File: config.mk
export PLATFORM = sky130hd
export DESIGN_NAME = axi_read_master_m0
export DESIGN_NICKNAME = d
export VERILOG_FILES = /design/src/rtl/axi_pkg.sv /design/src/rtl/axi_r_slice.sv /design/src/rtl/axi_read_master_m0.sv
export SDC_FILE = /design/constraint.sdc
export NUM_CORES = 1
export LEC_CHECK = 0
export CORE_MARGIN = 2
export CORE_UTILIZATION = 45
export CTS_BUF_LIST = sky130_fd_sc_hd__clkbuf_8
export CTS_CLUSTER_SIZE = 8
export DETAILED_ROUTE_END_ITERATION = 10
export HOLD_SLACK_MARGIN = 0.06
export PLACE_DENSITY_LB_ADDON = 0.15
export SYNTH_ARGS = -nofsm -noshare
export SYNTH_HDL_FRONTEND = slang
export SYNTH_SLANG_ARGS = --single-unit
File: constraint.sdc
create_clock -name ACLK -period 2.9 [get_ports ACLK]
set_clock_uncertainty 0.2 [all_clocks]
set_input_delay 0.29 -clock ACLK [delete_from_list [all_inputs] [get_ports ACLK]]
set_output_delay 0.29 -clock ACLK [all_outputs]
set_load 0.005 [all_outputs]
File: src/rtl/axi_pkg.sv
// Shared AXI4 read-path widths, encodings and the response-slice payload type.
package axi_pkg;

  localparam int unsigned AXI_ID_BITS   = 4;
  localparam int unsigned AXI_ADDR_BITS = 32;
  localparam int unsigned AXI_DATA_BITS = 32;
  localparam int unsigned AXI_LEN_BITS  = 4;
  localparam int unsigned AXI_SIZE_BITS = 3;

  typedef enum logic [1:0] {
    BURST_FIXED = 2'b00,
    BURST_INCR  = 2'b01,
    BURST_WRAP  = 2'b10
  } burst_t;

  typedef enum logic [1:0] {
    RESP_OKAY   = 2'b00,
    RESP_EXOKAY = 2'b01,
    RESP_SLVERR = 2'b10,
    RESP_DECERR = 2'b11
  } resp_t;

  typedef enum logic [1:0] {
    IDLE = 2'b00,
    ADDR = 2'b01,
    DATA = 2'b10
  } rd_state_t;

  typedef struct packed {
    logic [AXI_DATA_BITS-1:0] data;
    logic                     last;
    logic                     err;
  } r_beat_t;

endpackage

File: src/rtl/axi_r_slice.sv
// One-entry valid/ready register slice for R beats; accepts a new beat while draining.
module axi_r_slice
  import axi_pkg::*;
(
  input  logic    clk_i,
  input  logic    rst_ni,
  input  logic    in_valid_i,
  output logic    in_ready_o,
  input  r_beat_t in_beat_i,
  output logic    out_valid_o,
  input  logic    out_ready_i,
  output r_beat_t out_beat_o
);

  logic    valid_q, valid_d;
  r_beat_t beat_q, beat_d;
  logic    load;

  assign in_ready_o  = !valid_q || out_ready_i;
  assign load        = in_valid_i && in_ready_o;
  assign out_valid_o = valid_q;
  assign out_beat_o  = beat_q;

  always_comb begin
    valid_d = valid_q;
    beat_d  = beat_q;
    if (load) begin
      valid_d = 1'b1;
      beat_d  = in_beat_i;
    end else if (out_ready_i) begin
      valid_d = 1'b0;
    end
  end

  always_ff @(posedge clk_i or negedge rst_ni) begin
    if (!rst_ni) begin
      valid_q <= 1'b0;
      beat_q  <= '0;
    end else begin
      valid_q <= valid_d;
      beat_q  <= beat_d;
    end
  end

endmodule

File: src/rtl/axi_read_master_m0.sv
// AXI4 read initiator for M0: one AR per core request, one outstanding burst,
// per-beat ID/RRESP/RLAST checking, beats returned through a registered slice.
module axi_read_master_m0
  import axi_pkg::*;
#(
  parameter logic [AXI_ID_BITS-1:0]   MASTER_ID  = 4'd0,
  parameter logic [1:0]               BURST_TYPE = 2'b01,
  parameter logic [AXI_SIZE_BITS-1:0] BEAT_SIZE  = 3'b010
) (
  input  logic                     ACLK,
  input  logic                     ARESETn,
  input  logic                     req_valid,
  output logic                     req_ready,
  input  logic [AXI_ADDR_BITS-1:0] req_addr,
  input  logic [AXI_LEN_BITS-1:0]  req_len,
  output logic                     rsp_valid,
  input  logic                     rsp_ready,
  output logic [AXI_DATA_BITS-1:0] rsp_data,
  output logic                     rsp_last,
  output logic                     rsp_err,
  output logic [AXI_ID_BITS-1:0]   ARID_M0,
  output logic [AXI_ADDR_BITS-1:0] ARADDR_M0,
  output logic [AXI_LEN_BITS-1:0]  ARLEN_M0,
  output logic [AXI_SIZE_BITS-1:0] ARSIZE_M0,
  output logic [1:0]               ARBURST_M0,
  output logic                     ARVALID_M0,
  input  logic                     ARREADY_M0,
  input  logic [AXI_ID_BITS-1:0]   RID_M0,
  input  logic [AXI_DATA_BITS-1:0] RDATA_M0,
  input  logic [1:0]               RRESP_M0,
  input  logic                     RLAST_M0,
  input  logic                     RVALID_M0,
  output logic                     RREADY_M0
);

  rd_state_t                state_q, state_d;
  logic [AXI_ADDR_BITS-1:0] addr_q, addr_d;
  logic [AXI_LEN_BITS-1:0]  len_q, len_d;
  logic [AXI_ID_BITS-1:0]   id_q, id_d;
  logic [AXI_LEN_BITS-1:0]  cnt_q, cnt_d;
  logic                     arvalid_q, arvalid_d;

  logic    slice_in_ready;
  logic    slice_in_valid;
  logic    r_hs;
  logic    beat_last;
  r_beat_t beat_in;
  r_beat_t beat_out;

  assign req_ready  = (state_q == IDLE);
  assign ARID_M0    = id_q;
  assign ARADDR_M0  = addr_q;
  assign ARLEN_M0   = len_q;
  assign ARSIZE_M0  = BEAT_SIZE;
  assign ARBURST_M0 = BURST_TYPE;
  assign ARVALID_M0 = arvalid_q;

  // R is only accepted in DATA, and only when the slice has (or is freeing) room.
  assign slice_in_valid = RVALID_M0 && (state_q == DATA);
  assign RREADY_M0      = (state_q == DATA) && slice_in_ready;
  assign r_hs           = RVALID_M0 && RREADY_M0;
  assign beat_last      = (cnt_q == len_q);

  always_comb begin
    beat_in.data = RDATA_M0;
    beat_in.last = beat_last;
    beat_in.err  = (resp_t'(RRESP_M0) != RESP_OKAY) ||
                   (RID_M0 != MASTER_ID) ||
                   (RLAST_M0 != beat_last);
  end

  always_comb begin
    state_d   = state_q;
    addr_d    = addr_q;
    len_d     = len_q;
    id_d      = id_q;
    cnt_d     = cnt_q;
    arvalid_d = arvalid_q;
    case (state_q)
      IDLE: begin
        if (req_valid) begin
          addr_d    = req_addr;
          len_d     = req_len;
          id_d      = MASTER_ID;
          arvalid_d = 1'b1;
          state_d   = ADDR;
        end
      end
      ADDR: begin
        if (ARREADY_M0) begin
          arvalid_d = 1'b0;
          state_d   = DATA;
        end
      end
      DATA: begin
        // Termination follows the internal count; RLAST only feeds the error flag.
        if (r_hs) begin
          if (beat_last) begin
            cnt_d   = '0;
            state_d = IDLE;
          end else begin
            cnt_d = cnt_q + AXI_LEN_BITS'(1);
          end
        end
      end
      default: state_d = IDLE;
    endcase
  end

  always_ff @(posedge ACLK or negedge ARESETn) begin
    if (!ARESETn) begin
      state_q   <= IDLE;
      addr_q    <= '0;
      len_q     <= '0;
      id_q      <= '0;
      cnt_q     <= '0;
      arvalid_q <= 1'b0;
    end else begin
      state_q   <= state_d;
      addr_q    <= addr_d;
      len_q     <= len_d;
      id_q      <= id_d;
      cnt_q     <= cnt_d;
      arvalid_q <= arvalid_d;
    end
  end

  axi_r_slice u_r_slice (
    .clk_i      (ACLK),
    .rst_ni     (ARESETn),
    .in_valid_i (slice_in_valid),
    .in_ready_o (slice_in_ready),
    .in_beat_i  (beat_in),
    .out_valid_o(rsp_valid),
    .out_ready_i(rsp_ready),
    .out_beat_o (beat_out)
  );

  assign rsp_data = beat_out.data;
  assign rsp_last = beat_out.last;
  assign rsp_err  = beat_out.err;

endmodule

==> summary.md <==
| Metric | Value |
|---|---|
| Diodes inserted | 0 |
| Die H | 89.7 um |
| Slowest-stage cell, CP | clkdlybuf4s50_1 |
| Nets | ~510 |
| H-Tree Level Count | 3 |
| DRT Pass-1 Iters | 5 |
| Ys Warns | 0 |
| Clock root cell | clkbuf_8 |
| Top cells by area, synth | dfrtp_1, mux2_4, nand2_1 |
| Starting Density | 0.461 |
| Most frequent cell after synthesis | nand2_1 |
| CP Max Fanout | 6 |
| Vias in the first global route | roughly 2.5k |
| Die Wd | 89.7 um |
| RSZ-0062 raised after global routing | no |
| WS Path Type | reg -> out |
| Synth top area share | 0.590 |
| Congestion Overflow GR | 0 |
| Final period util | 0.738 |
| 1st-iter DRT viols | 114 |
| Vias | around 2.5k |
| Max-slew violations | 0 |
| Post-DP HPWL | between 5 and 6 mm |
| Num rows | 31 |
| Final hold viol count | 0 |
| Synth area leader | dfrtp_1 |
| Total power | a little under 5 mW |
| Clk sinks | 78 |
| Synth Instances | about 280 |
| Asr flop ratio synth | 1.00 |
| Worst Path Arrival | approximately 1.7 ns |
| Max clock buf depth | 2 |
| CP Launch Type | flop |
| Drt drc | 0 |
| CTS tree | built |
| Routed length per instance | 13.9 um |
| Required @ worst endpoint | 2.41 ns |
| Core area | just over 7000 um2 |
| Crit path capture type | primary output |
| Area grow syn2layout | 53.1% |
| PwrDens | around 980 nW/um2 |
| Die ar. | 8050 um2 |
| Fraction of layout cells with a size suffix above 1 | 0.133 |
| Final setup violation count | 0 |
| Hold crit path type | in -> reg |
| Seq/Total Area, Yosys | 0.590 |
| Setup_tns | 0 ns |
| Cell variety after synth | 32 |
| Tmin final | 2.14 ns |
| CP max stage delay | 0.50 ns |
| Outcome | complete, no violations |
| Worst skew pair latency | approximately 0.34 ns |
| Port bufs | 154 |
| Fmax achieved | between 0.4 and 0.5 GHz |
| Initial antenna violation count | 0 |
| Global-route wire length before repair | ~12 mm |
| Leak | 2.33 nW |
| Total clock buffers created by CTS | 9 |
| Final GP Congestion | roughly 0.75 |
| Clock-pin slew on the worst setup and hold paths | 0.08 ns |
| Gr usage total | 0.190 |
| Syn_area_per_cell | approximately 12 um2 |
| Synth cell count leaders | nand2_1, dfrtp_1, mux2_4, buf_4 |
| Yosys reg bits | 78 |
| Largest net degree at the start of global routing | between 70 and 80 |
| Antenna viol nets, final | 0 |
| Flop2flop setup slack | approximately 1.1 ns |
| Worst-margin pin slew | a little under 1 ns |
| I/O pin total | between 150 and 200 |
| Peak VDD IR | 509 uV |
| CTS resizes | 0 |
| Crit-path cells | nor2b_1, and2_1, clkdlybuf4s50_1 |
| Post-synth top flop | dfrtp_1 |
| Drt total wl | around 7.4 mm |
| Vias per inst | 4.60 |
| Worst slew margin | 0.355 |
| Post-synth EDFFs | 0 |
| Max-cap violation count | 0 |
| Synthesized area | 3310 um2 |
path summary, 6_finish.rpt:
path	cells after the start	from	endpoint
max	3	state_q[0]	RREADY_M0
min	3	RDATA_M0[16]	u_r_slice.out_beat_o[18]
max reg2reg	5	state_q[0]	u_r_slice.out_beat_o[16]
min reg2reg	2	u_r_slice.out_beat_o[6]	u_r_slice.out_beat_o[6]
max in group asynchronous	2	ARESETn	u_r_slice.out_valid_o
min in group asynchronous	2	ARESETn	ARADDR_M0[27]
area by class of cell:
| type | count | area [um2] |
|---|---|---|
| fillers | 528 | 2120 |
| repair buffers | 158 | 1580 |
| clock inverters | 6 | 78.8 |
| multi-input cells | 182 | 1190 |
| well taps | 99 | 124 |
| flip-flops and latches | 78 | 1950 |
| inverters | 2 | 7.51 |
| clock buffers | 9 | 124 |
per-stage QoR:
step                      utilization  cell area, um2  hold WS [ns]  instances  setup slack, ns
after detailed placement        0.676            4850         0.262        518            0.880
after CTS                       0.705            5060         0.252        534            0.748
final                           0.705            5060         0.260        534            0.758
after global placement          0.676            4850         0.257        518            0.909
after global routing            0.705            5060         0.272        534            0.700
after floorplan                     -            3330        -0.206        283             1.32
layer usage:
metal / vias to the layer above / routed length (um) / global-route usage
met1: 1171 / 3300 / 0.255
met4: 0 / 116 / 0.0615
met5: - / 0 / 0
met2: 102 / 3470 / 0.298
met3: 9 / 512 / 0.0595
li1: 1175 / - / -
state kept, by name (all words and copies together), names as in the netlist:
register / cells
cnt_q: 4
ARADDR_M0: 32
ARLEN_M0: 4
state_q: 2
u_r_slice.out_valid_o: 1
u_r_slice.out_beat_o: 34
ARVALID_M0: 1
power by group:
group	switching, mW	total, mW	leakage [nW]	internal, mW
Sequential	0.312	1.91	0.943	1.60
Combinational	0.723	2.19	1.28	1.47
Clock	0.383	0.855	0.110	0.473
Total	1.42	4.95	2.33	3.53
critical path: cells and delay by family, from the launching register on:
kind / cells / cell delay (ns)
AND/OR/NAND/NOR: 2 / 0.36
buffers and inverters: 1 / 0.50
flip-flops: 1 / 0.45
cells by family (layout without fill, tap and decap cells):
| family | Yosys count | after routing | synth area share |
|---|---|---|---|
| and+or+nand+nor | 118 | 118 | 0.150 |
| buffers and inverters | 23 | 175 | 0.0579 |
| xor gates and xnor gates | 5 | 5 | 0.0132 |
| muxes | 37 | 37 | 0.160 |
| adders and majority gates | 1 | 1 | 0.00378 |
| AOI/OAI and AO/OA | 12 | 12 | 0.0227 |
| DFF | 78 | 78 | 0.590 |
| other | 2 | 9 | 0.00227 |
repair_timing:
action | in CTS | in global routing
hold buffers | 1 | 0
endpoints found under the hold margin | 78 | 0
setup buffers | 0 | 0
cells in the final DEF (no fill, tap or decap):
cell type / instances
xnor2_1: 1
nand3_1: 3
o21ai_0: 5
buf_12: 1
mux2_4: 30
buf_4: 3
inv_1: 3
bufinv_16: 2
nand2b_1: 2
a21o_1: 1
nor2_1: 2
and2_2: 1
dlygate4sd3_1: 1
and3_1: 1
mux2_2: 6
conb_1: 9
mux2i_1: 1
nand2b_2: 1
nand2_1: 101
a2bb2oi_1: 1
a21oi_1: 2
or4_1: 1
o2bb2ai_1: 1
ha_1: 1
clkdlybuf4s50_1: 153
clkbuf_8: 9
xor2_1: 4
and2_1: 2
nor2b_1: 1
clkinv_2: 3
nor4_4: 1
nor4_1: 1
nor2_2: 1
o31ai_1: 2
dfrtp_1: 78
Power figures use the tool's default switching activity.
==> variant 1: new RTL, same settings <==
Set the package constant `AXI_SIZE_BITS` to 6 (it was 3).
--- a/src/rtl/axi_pkg.sv
+++ b/src/rtl/axi_pkg.sv
@@ -5,7 +5,7 @@
   localparam int unsigned AXI_ADDR_BITS = 32;
   localparam int unsigned AXI_DATA_BITS = 32;
   localparam int unsigned AXI_LEN_BITS  = 4;
-  localparam int unsigned AXI_SIZE_BITS = 3;
+  localparam int unsigned AXI_SIZE_BITS = 6;
 
   typedef enum logic [1:0] {
     BURST_FIXED = 2'b00,
Interface: changed (resized ARSIZE_M0); port bits go from 164 to 167. No check against the original RTL was run, so the function may have changed too.
==> variant 1 against the unedited design <==
  * Worst setup slack worse by 0.0082 ns
  * Global-route usage rose by 0.25 points
  * Maximum frequency decreased by 0.38%
  * Wire length rose by 1.9%
  * Register-to-register slack worse by 0.03 ns
  * Cell area grew 0.47%
  * Count of clock-buffer cells in the layout increased by 1
  * Critical path depth is the same
  * Total power fell by 0.94%
  * Area after synthesis is 0.68% higher
  * Final cell count grew 1.1%
  * Sequential cell count unchanged
==> variant 1: results (changes against the unedited design) <==
route:
  wl_met3_um: 486  # -5.1%
  drtPass1Iterations: 4  # -1
  vias_per_cell: 4.60  # about the same
  routed-wl-met2_um: 3550  # +2.2%
  first_iter_violations: 113  # -0.88%
  met1Wirelength_um: 3440  # +4.1%
final_layout:
  bufAreaShareNonClock_pct: 31.5  # +0.15 points
  clk_share_pct: 3.94  # -0.068 points
  fin_cells: 540  # +1.1%
  num-nonclk-buffers: 160  # +1.3%
  utilization_pct: 70.5  # about the same
  clockBufferCount: 10  # +1
  multiInputGateArea_mm2: 0.00120  # +0.95%
  fillCellCount: 547  # +3.6%
run_status:
  status: "completed"
worst_hold_path:
  worstHoldPathType: "flip-flop to flip-flop"
pwr:
  vdd_drop_max_uv: 535  # +5.2%
  p_leak_uw: 0.00234  # +0.38%
grt:
  grt.total_usage_pct: 19.3  # +0.25 points
  grt_pass1_vias: 2548  # +0.99%
  grt_pass1_wl_um: 12700  # +3.0%
setup_path:
  regToRegSetupSlack_ns: 1.09  # -0.03 ns
  r2r_end: "u_r_slice.out_beat_o[14]$_DFFE_PN0P_"
logic_synthesis:
  ys_seq_area_share_pct: 58.6  # -0.40 points
  syn_inst: 279  # +1.1%
  ys_top_cells_by_count: "nand2_1 (101), dfrtp_1 (78), mux2_4 (30), buf_4 (12)"
  ys_top_cells_by_area: "dfrtp_1 (59%), mux2_4 (14%), nand2_1 (11%)"
sta:
  relSlewSlack_pct: 35.5  # +0.040 points
placement:
  place_inst: 523  # +0.97%
  gp_congestion: 0.762  # +0.94%
  dpl_worst_slack_ns: 0.870  # -0.0106 ns
  placed_cell_area_mm2: 0.00487  # +0.54%
[variant 1: worst max-delay path, cell delays in order, from the launching register on]
cell             delay, ns
dfrtp_1               0.46
nor2b_1               0.22
and2_1                0.16
clkdlybuf4s50_1       0.49
[variant 1: kinds of logic (layout without fill, tap and decap cells)]
family | count (synthesis) | after routing | share of synthesized area (%)
other cells | 2 | 12 | 0.226
flops | 78 | 78 | 58.6
simple gates | 118 | 118 | 14.9
mux | 37 | 37 | 15.9
xor+xnor | 5 | 5 | 1.32
fa+ha+maj | 1 | 1 | 0.376
compound gates | 12 | 12 | 2.26
buf+inv | 26 | 178 | 6.43
[variant 1: how the worst min path moves through the flow]
stage	depth (start not counted)	slack, ns	from	endpoint
final	2	0.28	u_r_slice.out_beat_o[24]$_DFFE_PN0P_	u_r_slice.out_beat_o[24]$_DFFE_PN0P_
after global routing	3	0.28	RDATA_M0[3]	u_r_slice.out_beat_o[5]$_DFFE_PN0P_
after CTS	3	0.27	RDATA_M0[26]	u_r_slice.out_beat_o[28]$_DFFE_PN0P_
after detailed placement	2	0.26	u_r_slice.out_beat_o[23]$_DFFE_PN0P_	u_r_slice.out_beat_o[23]$_DFFE_PN0P_
after global placement	2	0.26	u_r_slice.out_beat_o[5]$_DFFE_PN0P_	u_r_slice.out_beat_o[5]$_DFFE_PN0P_
after floorplan	0	-0.21	ARESETn	ARADDR_M0[0]$_DFFE_PN0P_
[variant 1: power by group]
part | internal, uW | switching [uW]
Sequential | 1600 | 309
Combinational | 1470 | 724
Clock | 418 | 386
Total | 3490 | 1420
[variant 1: per-layer routing]
metal  up-vias  global-route usage (%)
li1       1184                       -
met1      1198                    26.2
met2        95                    30.5
met3         6                    4.78
met4         0                    6.28
met5         -                       0
==> variant 2: new RTL, config.mk and constraints unchanged <==
Made on the original files. The 3 states of `rd_state_t` get a one-hot encoding in 3 bits.
--- a/src/rtl/axi_pkg.sv
+++ b/src/rtl/axi_pkg.sv
@@ -20,10 +20,10 @@
     RESP_DECERR = 2'b11
   } resp_t;
 
-  typedef enum logic [1:0] {
-    IDLE = 2'b00,
-    ADDR = 2'b01,
-    DATA = 2'b10
+  typedef enum logic [2:0] {
+    IDLE = 3'b001,
+    ADDR = 3'b010,
+    DATA = 3'b100
   } rd_state_t;
 
   typedef struct packed {
Formal check against the unedited RTL: same outputs for any inputs over 10 cycles, from zero or initial values and one cycle with ARESETn low; not proved beyond that.
==> variant 2 against the unedited design <==
  * Utilization rose by 2.3 points
  * Count of clock-buffer cells in the layout increased by 1
  * Sequential cell count increased by 1
  * Cell area decreased by 0.59%
  * Global-route usage shrank 0.41 points
  * Register-to-register slack worse by 0.46 ns
  * Wire length is 1.6% higher
  * Total power shrank 2.0%
  * First-iteration DRC count decreased by 29%
  * Worst hold slack gained 0.016 ns
  * Combinational power fell by 8%
  * Area after synthesis is 1.7% lower
  * Worst setup slack got worse by 0.14 ns
  * Largest cell class unchanged
  * Highest routed layer unchanged
==> variant 2: results (changes against the unedited design) <==
run_status:
  status: "completed"
route:
  drtPass1Iterations: 4  # -1
  wl_per_cell_um: 14.0  # +0.80%
logic_synthesis:
  ys_seq_area_share_pct: 60.9  # +1.8 points
  ys_top_cells_by_area: "dfrtp_1 (60%), nand2_1 (12%), mux2_2 (12%)"
  synth_compound_area_share_pct: 2.54  # +0.27 points
  synth_xor_area_share_pct: 1.35  # +0.022 points
  syn_area_per_cell_um2: 11.5  # -3.8%
  synthMuxAreaShare_pct: 12.5  # -3.5 points
  synth.distinct_cells: 33  # +3.1%
  ys_top_cells_by_count: "nand2_1 (105), dfrtp_1 (78), mux2_2 (34), buf_4 (13), a21oi_1 (6)"
  synthAdderAreaFrac_pct: 0.385  # +0.0064 points
grt:
  grt.total_usage_pct: 18.6  # -0.41 points
  grt_max_degree: 80  # +1.3%
  grt_pass1_vias: 2396  # -5.0%
  use_met3_pct: 7.66  # +1.7 points
  met2_usage_pct: 29.0  # -0.76 points
  met1_usage_pct: 23.5  # -2.0 points
final_layout:
  inverters: 0  # -2
  clockBufferCount: 10  # +1
  nMultiInputCombCells: 190  # +4.4%
  antennaDiodeCount: 0  # unchanged
  multi_input_area_share_pct: 22.8  # -0.68 points
  fillCellCount: 539  # +2.1%
  bufAreaShareNonClock_pct: 31.2  # -0.062 points
  drive_gt1_share_pct: 13.8  # +0.47 points
pwr:
  p_leak_uw: 0.00227  # -2.8%
  powerDensity_mw_per_mm2: 965  # -1.4%
  switchingPower_uw: 1350  # -5.0%
  p_seq_share_pct: 40.5  # +2.0 points
  vdd_drop_max_uv: 474  # -6.9%
placement:
  dpl_worst_slack_ns: 0.636  # -0.245 ns
  dp_hpwl_um: 5380  # +4.4%
  gp_congestion: 0.737  # -2.3%
  placed_cell_area_mm2: 0.00481  # -0.80%
  place_inst: 522  # +0.77%
floorplanning:
  die_x_um: 89.0  # -0.80%
clock_network:
  cts_made_buffers: 9  # unchanged
  cts_max_level: 3  # unchanged
  clock_sinks: 79  # +1.3%
  cts_setup_buffers: 0  # unchanged
sta:
  tightest_slew_ns: 0.978  # +0.0100 ns
setup_path:
  max_stage_delay_ns: 0.50  # about the same
  crit_arrival_ns: 1.80  # +0.15 ns
  worstPathMaxFanout: 7  # +1
worst_hold_path:
  worstHoldPathType: "flip-flop to flip-flop"
==> variant 2: cell types whose count changed in the layout (fill, tap and decap cells not counted), moves of 2 or more <==
| cell | change |
|---|---|
| mux2_4 | -30 |
| nand2_1 | +4 |
| mux2_2 | +28 |
| or2_2 | +2 |
| o31ai_1 | -2 |
| mux2_1 | +2 |
| inv_1 | -2 |
| a21oi_1 | +4 |
| o21ai_0 | -2 |
==> variant 2: tightest hold or removal path, cell delays in order (launching register included) <==
cell     delay, ns
dfrtp_1       0.35
nand2_1       0.05
nand2_1       0.05
==> variant 2: metal layers <==
| metal | share of wire, % | wire length [um] |
|---|---|---|
| met2 | 45 | 3420 |
| met5 | 0 | 0 |
| met4 | 0.82 | 62 |
| met1 | 43 | 3200 |
| met3 | 11 | 837 |
==> variant 2: path summary, 6_finish.rpt <==
path	from	depth (start not counted)	slack, ns	to
hold / removal	u_r_slice.out_beat_o[9]$_DFFE_PN0P_	2	0.28	u_r_slice.out_beat_o[9]$_DFFE_PN0P_
min in group asynchronous	ARESETn	2	0.45	ARADDR_M0[30]$_DFFE_PN0P_
max in group asynchronous	ARESETn	2	1.41	state_q[1]$_DFFE_PN0P_
hold reg to reg	u_r_slice.out_beat_o[9]$_DFFE_PN0P_	2	0.28	u_r_slice.out_beat_o[9]$_DFFE_PN0P_
setup reg to reg	state_q[2]$_DFFE_PN0P_	5	0.66	u_r_slice.out_beat_o[21]$_DFFE_PN0P_
setup / recovery	state_q[2]$_DFFE_PN0P_	3	0.61	RREADY_M0
==> variant 2: cells by family after synthesis <==
family          after synthesis
simple gates                126
flops                        79
mux                          36
buf+inv                      20
compound gates               13
xor+xnor                      5
other cells                   2
fa+ha+maj                     1
